## src/rtl/exec_ctrl.sv

```systemverilog
// Y86 execute-stage controller: selects ALU operands and function, registers the
// result, condition outcome and status behind a one-deep valid/ready output stage.
module exec_ctrl (
    input  logic        clk,
    input  logic        rst,
    input  logic        in_valid,
    output logic        in_ready,
    input  logic [3:0]  icode,
    input  logic [3:0]  ifun,
    input  logic [63:0] valA,
    input  logic [63:0] valB,
    input  logic [63:0] valC,
    output logic [1:0]  alu_control,
    output logic [63:0] alu_a,
    output logic [63:0] alu_b,
    input  logic [63:0] alu_result,
    input  logic        alu_overflow,
    output logic        out_valid,
    input  logic        out_ready,
    output logic [63:0] valE,
    output logic        cnd,
    output logic [2:0]  cc,
    output logic [1:0]  stat
);

    // Handshake: a transfer happens on an edge where valid && ready are both 1.
    // Upstream offers an instruction with in_valid and it is taken when in_ready
    // is also high; the held result is consumed when out_valid && out_ready.
    // valid never depends on ready, and a held result never changes until taken.

    localparam logic [3:0] I_HALT   = 4'h0;
    localparam logic [3:0] I_NOP    = 4'h1;
    localparam logic [3:0] I_RRMOVQ = 4'h2;
    localparam logic [3:0] I_IRMOVQ = 4'h3;
    localparam logic [3:0] I_RMMOVQ = 4'h4;
    localparam logic [3:0] I_MRMOVQ = 4'h5;
    localparam logic [3:0] I_OPQ    = 4'h6;
    localparam logic [3:0] I_JXX    = 4'h7;
    localparam logic [3:0] I_CALL   = 4'h8;
    localparam logic [3:0] I_RET    = 4'h9;
    localparam logic [3:0] I_PUSHQ  = 4'hA;
    localparam logic [3:0] I_POPQ   = 4'hB;

    localparam logic [1:0] STAT_AOK = 2'b00;
    localparam logic [1:0] STAT_HLT = 2'b01;
    localparam logic [1:0] STAT_INS = 2'b10;

    localparam logic [63:0] MINUS_8 = 64'hFFFF_FFFF_FFFF_FFF8;
    localparam logic [63:0] PLUS_8  = 64'd8;

    typedef enum logic {
        RUN  = 1'b0,
        STOP = 1'b1
    } state_t;

    state_t      state;
    logic [63:0] op_a;
    logic [63:0] op_b;
    logic        instr_ok;
    logic        cond_met;
    logic        cnd_next;
    logic [1:0]  stat_next;
    logic        accept;
    logic        zf;
    logic        sf;
    logic        of;

    assign zf = cc[2];
    assign sf = cc[1];
    assign of = cc[0];

    // op_a/op_b are the architectural aluA/aluB; the ALU sees them swapped so
    // that subtraction and the stack adjustments come out as valB - valA / valB +- 8.
    always_comb begin
        op_a = '0;
        op_b = '0;
        case (icode)
            I_RRMOVQ: op_a = valA;
            I_IRMOVQ: op_a = valC;
            I_RMMOVQ, I_MRMOVQ: begin
                op_a = valC;
                op_b = valB;
            end
            I_OPQ: begin
                op_a = valA;
                op_b = valB;
            end
            I_CALL, I_PUSHQ: begin
                op_a = MINUS_8;
                op_b = valB;
            end
            I_RET, I_POPQ: begin
                op_a = PLUS_8;
                op_b = valB;
            end
            default: begin
                op_a = '0;
                op_b = '0;
            end
        endcase
    end

    assign alu_a       = op_b;
    assign alu_b       = op_a;
    assign alu_control = (icode == I_OPQ) ? ifun[1:0] : 2'b00;

    always_comb begin
        instr_ok = 1'b0;
        case (icode)
            I_HALT, I_NOP, I_IRMOVQ, I_RMMOVQ, I_MRMOVQ,
            I_CALL, I_RET, I_PUSHQ, I_POPQ: instr_ok = (ifun == 4'd0);
            I_RRMOVQ, I_JXX:                instr_ok = (ifun <= 4'd6);
            I_OPQ:                          instr_ok = (ifun <= 4'd3);
            default:                        instr_ok = 1'b0;
        endcase
    end

    // Condition evaluation always uses the flags as they stand before this edge.
    always_comb begin
        cond_met = 1'b0;
        case (ifun)
            4'd0:    cond_met = 1'b1;
            4'd1:    cond_met = (sf ^ of) | zf;
            4'd2:    cond_met = sf ^ of;
            4'd3:    cond_met = zf;
            4'd4:    cond_met = !zf;
            4'd5:    cond_met = !(sf ^ of);
            4'd6:    cond_met = !(sf ^ of) && !zf;
            default: cond_met = 1'b0;
        endcase
    end

    assign cnd_next = instr_ok && ((icode == I_RRMOVQ) || (icode == I_JXX)) && cond_met;

    always_comb begin
        stat_next = STAT_AOK;
        if (!instr_ok) begin
            stat_next = STAT_INS;
        end else if (icode == I_HALT) begin
            stat_next = STAT_HLT;
        end
    end

    assign in_ready = (state == RUN) && (!out_valid || out_ready);
    assign accept   = in_valid && in_ready;

    // A simultaneous drain and accept simply overwrites the output register,
    // so back-to-back instructions flow without a bubble.
    always_ff @(posedge clk or posedge rst) begin
        if (rst) begin
            state     <= RUN;
            out_valid <= 1'b0;
            valE      <= '0;
            cnd       <= 1'b0;
            stat      <= STAT_AOK;
            cc        <= 3'b100;
        end else begin
            if (accept) begin
                out_valid <= 1'b1;
                valE      <= instr_ok ? alu_result : 64'd0;
                cnd       <= cnd_next;
                stat      <= stat_next;
                if ((icode == I_OPQ) && instr_ok) begin
                    cc <= {(alu_result == 64'd0), alu_result[63], alu_overflow};
                end
                if (stat_next != STAT_AOK) begin
                    state <= STOP;
                end
            end else if (out_ready) begin
                out_valid <= 1'b0;
            end
        end
    end

endmodule

```

## config.mk

```make
export PLATFORM = sky130hd
export DESIGN_NAME = exec_ctrl
export DESIGN_NICKNAME = d
export VERILOG_FILES = /design/src/rtl/exec_ctrl.sv
export SDC_FILE = /design/constraint.sdc
export NUM_CORES = 1
export LEC_CHECK = 0
export CORE_AREA = 2 2 183 185
export CTS_BUF_LIST = sky130_fd_sc_hd__clkbuf_8
export DETAILED_ROUTE_END_ITERATION = 10
export DIE_AREA = 0 0 185 187
export SLEW_MARGIN = 15
export SYNTH_ARGS = -nofsm -noshare
export SYNTH_HDL_FRONTEND = slang
export SYNTH_SLANG_ARGS = --single-unit
export TNS_END_PERCENT = 50
```

## constraint.sdc

```tcl
create_clock -name clk -period 5.5 [get_ports clk]
set_clock_uncertainty 0.05 [all_clocks]
set_input_delay 1.1 -clock clk [delete_from_list [all_inputs] [get_ports clk]]
set_output_delay 1.1 -clock clk [all_outputs]
set_load 0.1 [all_outputs]
```

==> results of run 1 <==
power by group:
group	switching (mW)	internal, mW	total (mW)
Sequential	0	0.529	0.529
Clock	0.221	0.252	0.474
Combinational	0.678	0.306	0.984
worst max-delay path: stages:
cell,delay [ps]
clkdlybuf4s50_1,710
nor2b_1,290
mux2i_1,150
nor2_4,120
buf_4,550
a22o_1,290
buf_4,310
stage by stage:
stage / instances / power [mW] / utilization, %
2_1_floorplan: 519 / 1.18 / -
3_3_place_gp: 1398 / 1.53 / 28.4
3_5_place_dp: 1398 / 1.53 / 28.4
4_1_cts: 1414 / 2.02 / 29.0
5_1_grt: 1417 / 2.06 / 29.1
6_report: 1419 / 1.99 / 29.1
layout make-up:
class	instances	area (um^2)	share of cell area, %
Timing Repair Buffer	480	4450	46.6
Sequential cell	72	1800	18.9
Inverter	6	23.8	0.249
Antenna cell	5	12.5	0.131
Clock buffer	9	124	1.30
Clock inverter	7	87.6	0.917
Tap cell	448	561	5.87
Multi-Input combinational cell	392	2490	26.1
worst min path at each step:
stage / to / cells past startpoint / start / slack (ps)
6_report: valE[14] / 2 / valE[14] / 430
5_1_grt: valE[45] / 2 / valE[45] / 450
2_1_floorplan: state / 2 / state / 460
4_1_cts: valE[40] / 2 / valE[40] / 430
3_5_place_dp: valE[40] / 2 / valE[40] / 410
3_3_place_gp: valE[31] / 2 / valE[31] / 410
cells in the final DEF (no fill, tap or decap), types with 2 or more instances in the layout:
| cell type | n |
|---|---|
| clkinv_2 | 4 |
| inv_1 | 6 |
| a22oi_1 | 2 |
| mux2i_1 | 3 |
| clkdlybuf4s50_1 | 339 |
| nor4_1 | 17 |
| nand4_1 | 5 |
| buf_4 | 141 |
| mux2_2 | 3 |
| o21ai_2 | 30 |
| nor2_1 | 3 |
| o21ai_0 | 36 |
| diode_2 | 5 |
| dfrtp_1 | 71 |
| nand2b_1 | 3 |
| nand2_1 | 135 |
| a221o_1 | 61 |
| a22o_1 | 3 |
| and3_1 | 3 |
| nor2b_1 | 68 |
| bufinv_16 | 2 |
| clkbuf_8 | 9 |
Yosys cell counts (2+ instances only):
library cell | number | area, um^2
mux2i_1 | 3 | 30.0
nor2_1 | 4 | 15.0
nor4_1 | 17 | 106
nand2b_1 | 3 | 18.8
o21ai_0 | 36 | 180
nand2_1 | 135 | 507
o21ai_2 | 30 | 263
inv_1 | 6 | 22.5
nor2b_1 | 69 | 432
buf_2 | 8 | 40.0
nand4_1 | 5 | 31.3
a22oi_1 | 2 | 15.0
a221o_1 | 61 | 611
clkbuf_1 | 34 | 128
buf_12 | 3 | 60.1
and3_1 | 4 | 25.0
a22o_1 | 3 | 26.3
buf_1 | 2 | 7.51
buf_6 | 2 | 22.5
mux2_2 | 3 | 33.8
dfrtp_1 | 71 | 1780
per-layer routing:
metal / wire [um] / vias to the layer above / GRT usage, % / part of all wire (%)
met4: 458 / 2 / 4.00 / 1.7
met3: 2120 / 31 / 4.19 / 7.9
met5: 13 / - / 0 / 0.048
met2: 13200 / 281 / 25.4 / 49
li1: - / 2753 / - / -
met1: 11100 / 2776 / 17.9 / 41
sequential cells by signal, summed over array words and instances, names as in the netlist:
name	cells
cc	3
cnd	1
out_valid	1
stat	2
state	1
valE	64
cell families (layout without fill, tap and decap cells):
logic type | count (synthesis) | count (layout) | share of synthesized area (%)
simple gates | 242 | 242 | 25.9
compound gates | 142 | 142 | 26.3
flops | 72 | 72 | 39.8
buf+inv | 55 | 502 | 6.19
mux | 6 | 6 | 1.41
xor+xnor | 2 | 2 | 0.387
other cells | 0 | 5 | 0
==> metrics.txt, run 1 <==
status finished clean; Power Density 208 nW/um^2; Syn Nets 788; Post-synth EDFFs 0; Root Buffer clkbuf_8; post-synthesis sequential area ratio 39.8%; Final Net Count 1230; vias per inst 4.12; setup violators final 0; relative slew slack 29.2%; H-tree Lvls 3; DRC 0; Worst R2R End stat[1]; setup TNS 0 ps; worst slack, placed 800 ps; FILL cells 3517; detailed placement HPWL 22000 um; Initial Util 13.8%; # resized after CTS 0; Leakage 3.86 nW; reg2reg start out_valid; crit end category output port; Max Fanout on Critical Path 63; Post-Synthesis Cell Area 4530 um^2; Finished Cell Area 9560 um^2; CTS Sinks 72; Tightest Hold Check Type reg2reg; synthesized instance count 519; worst setup path category in2out; gpl congestion 0.872; CP endpoint alu_b[1]; Starting DRT DRC Count 227; Worst R2R Path Depth 4; total grt overflow 0; DIE WIDTH 185 um; Core Area 32900 um^2; worst skew pair latency 370 ps; Layout Area Growth over Synthesis 111%; final hold vios 0; ys async rst share 100%; CP Launch Point icode[2]; Initial DRT Pass Iterations 5; worst vdd ir 0.102 mV; initial antenna violation count 11; layout cell share with drive strength beyond 1 20.7%; vias post-DR 5843; Slew Limit Fails 0; # Post-CTS Setup Buffers 0; Hold WS 429 ps; final worst path period share 85.8%; r2r setup slk 3480 ps; CP startpoint kind primary input; CTS tree yes; Slew @ Worst Pin 1060 ps; min Tclk post-route 4720 ps; Final ANT Viol Nets 0; first-pass GRT wire length 37900 um; DR WL/cell 18.9 um; post-synthesis cell type count 39; port bufs 470; Arrival @ worst endpoint 3570 ps; Chip Height 187 um; CTS hold repair buffers 0; # rows 67; synthesized flop and latch total 72; Max Clock Freq 212 MHz; largest net degree at the start of global routing 68; dpl cell area 9330 um^2; Mapped Avg Cell Area 8.72 um^2; setup ws final 779 ps; RSZ-0062 raised after global routing no; TritonCTS buffer count 9; maxcap violations 0; vias in the first global route 5751; CTS Buffer Depth 2; gr usage total 14.8%; yosys warns 0; IO Pins 471; Top FF cell, synth dfrtp_1; Clock transition at path regs 80 ps; DRT Wirelength 26900 um; Data required, critical path 4350 ps; DIE AREA 34600 um^2
Note: power is estimated with default switching activity, not from simulation.
==> run 2: changes to the inputs <==
--- a/config.mk
+++ b/config.mk
@@ -9,6 +9,7 @@
 export CTS_BUF_LIST = sky130_fd_sc_hd__clkbuf_8
 export DETAILED_ROUTE_END_ITERATION = 10
 export DIE_AREA = 0 0 185 187
+export SKIP_CTS_REPAIR_TIMING = 1
 export SLEW_MARGIN = 15
 export SYNTH_ARGS = -nofsm -noshare
 export SYNTH_HDL_FRONTEND = slang
==> results of run 2 <==
Final layout, timing and power as in run 1 (identical DEF).
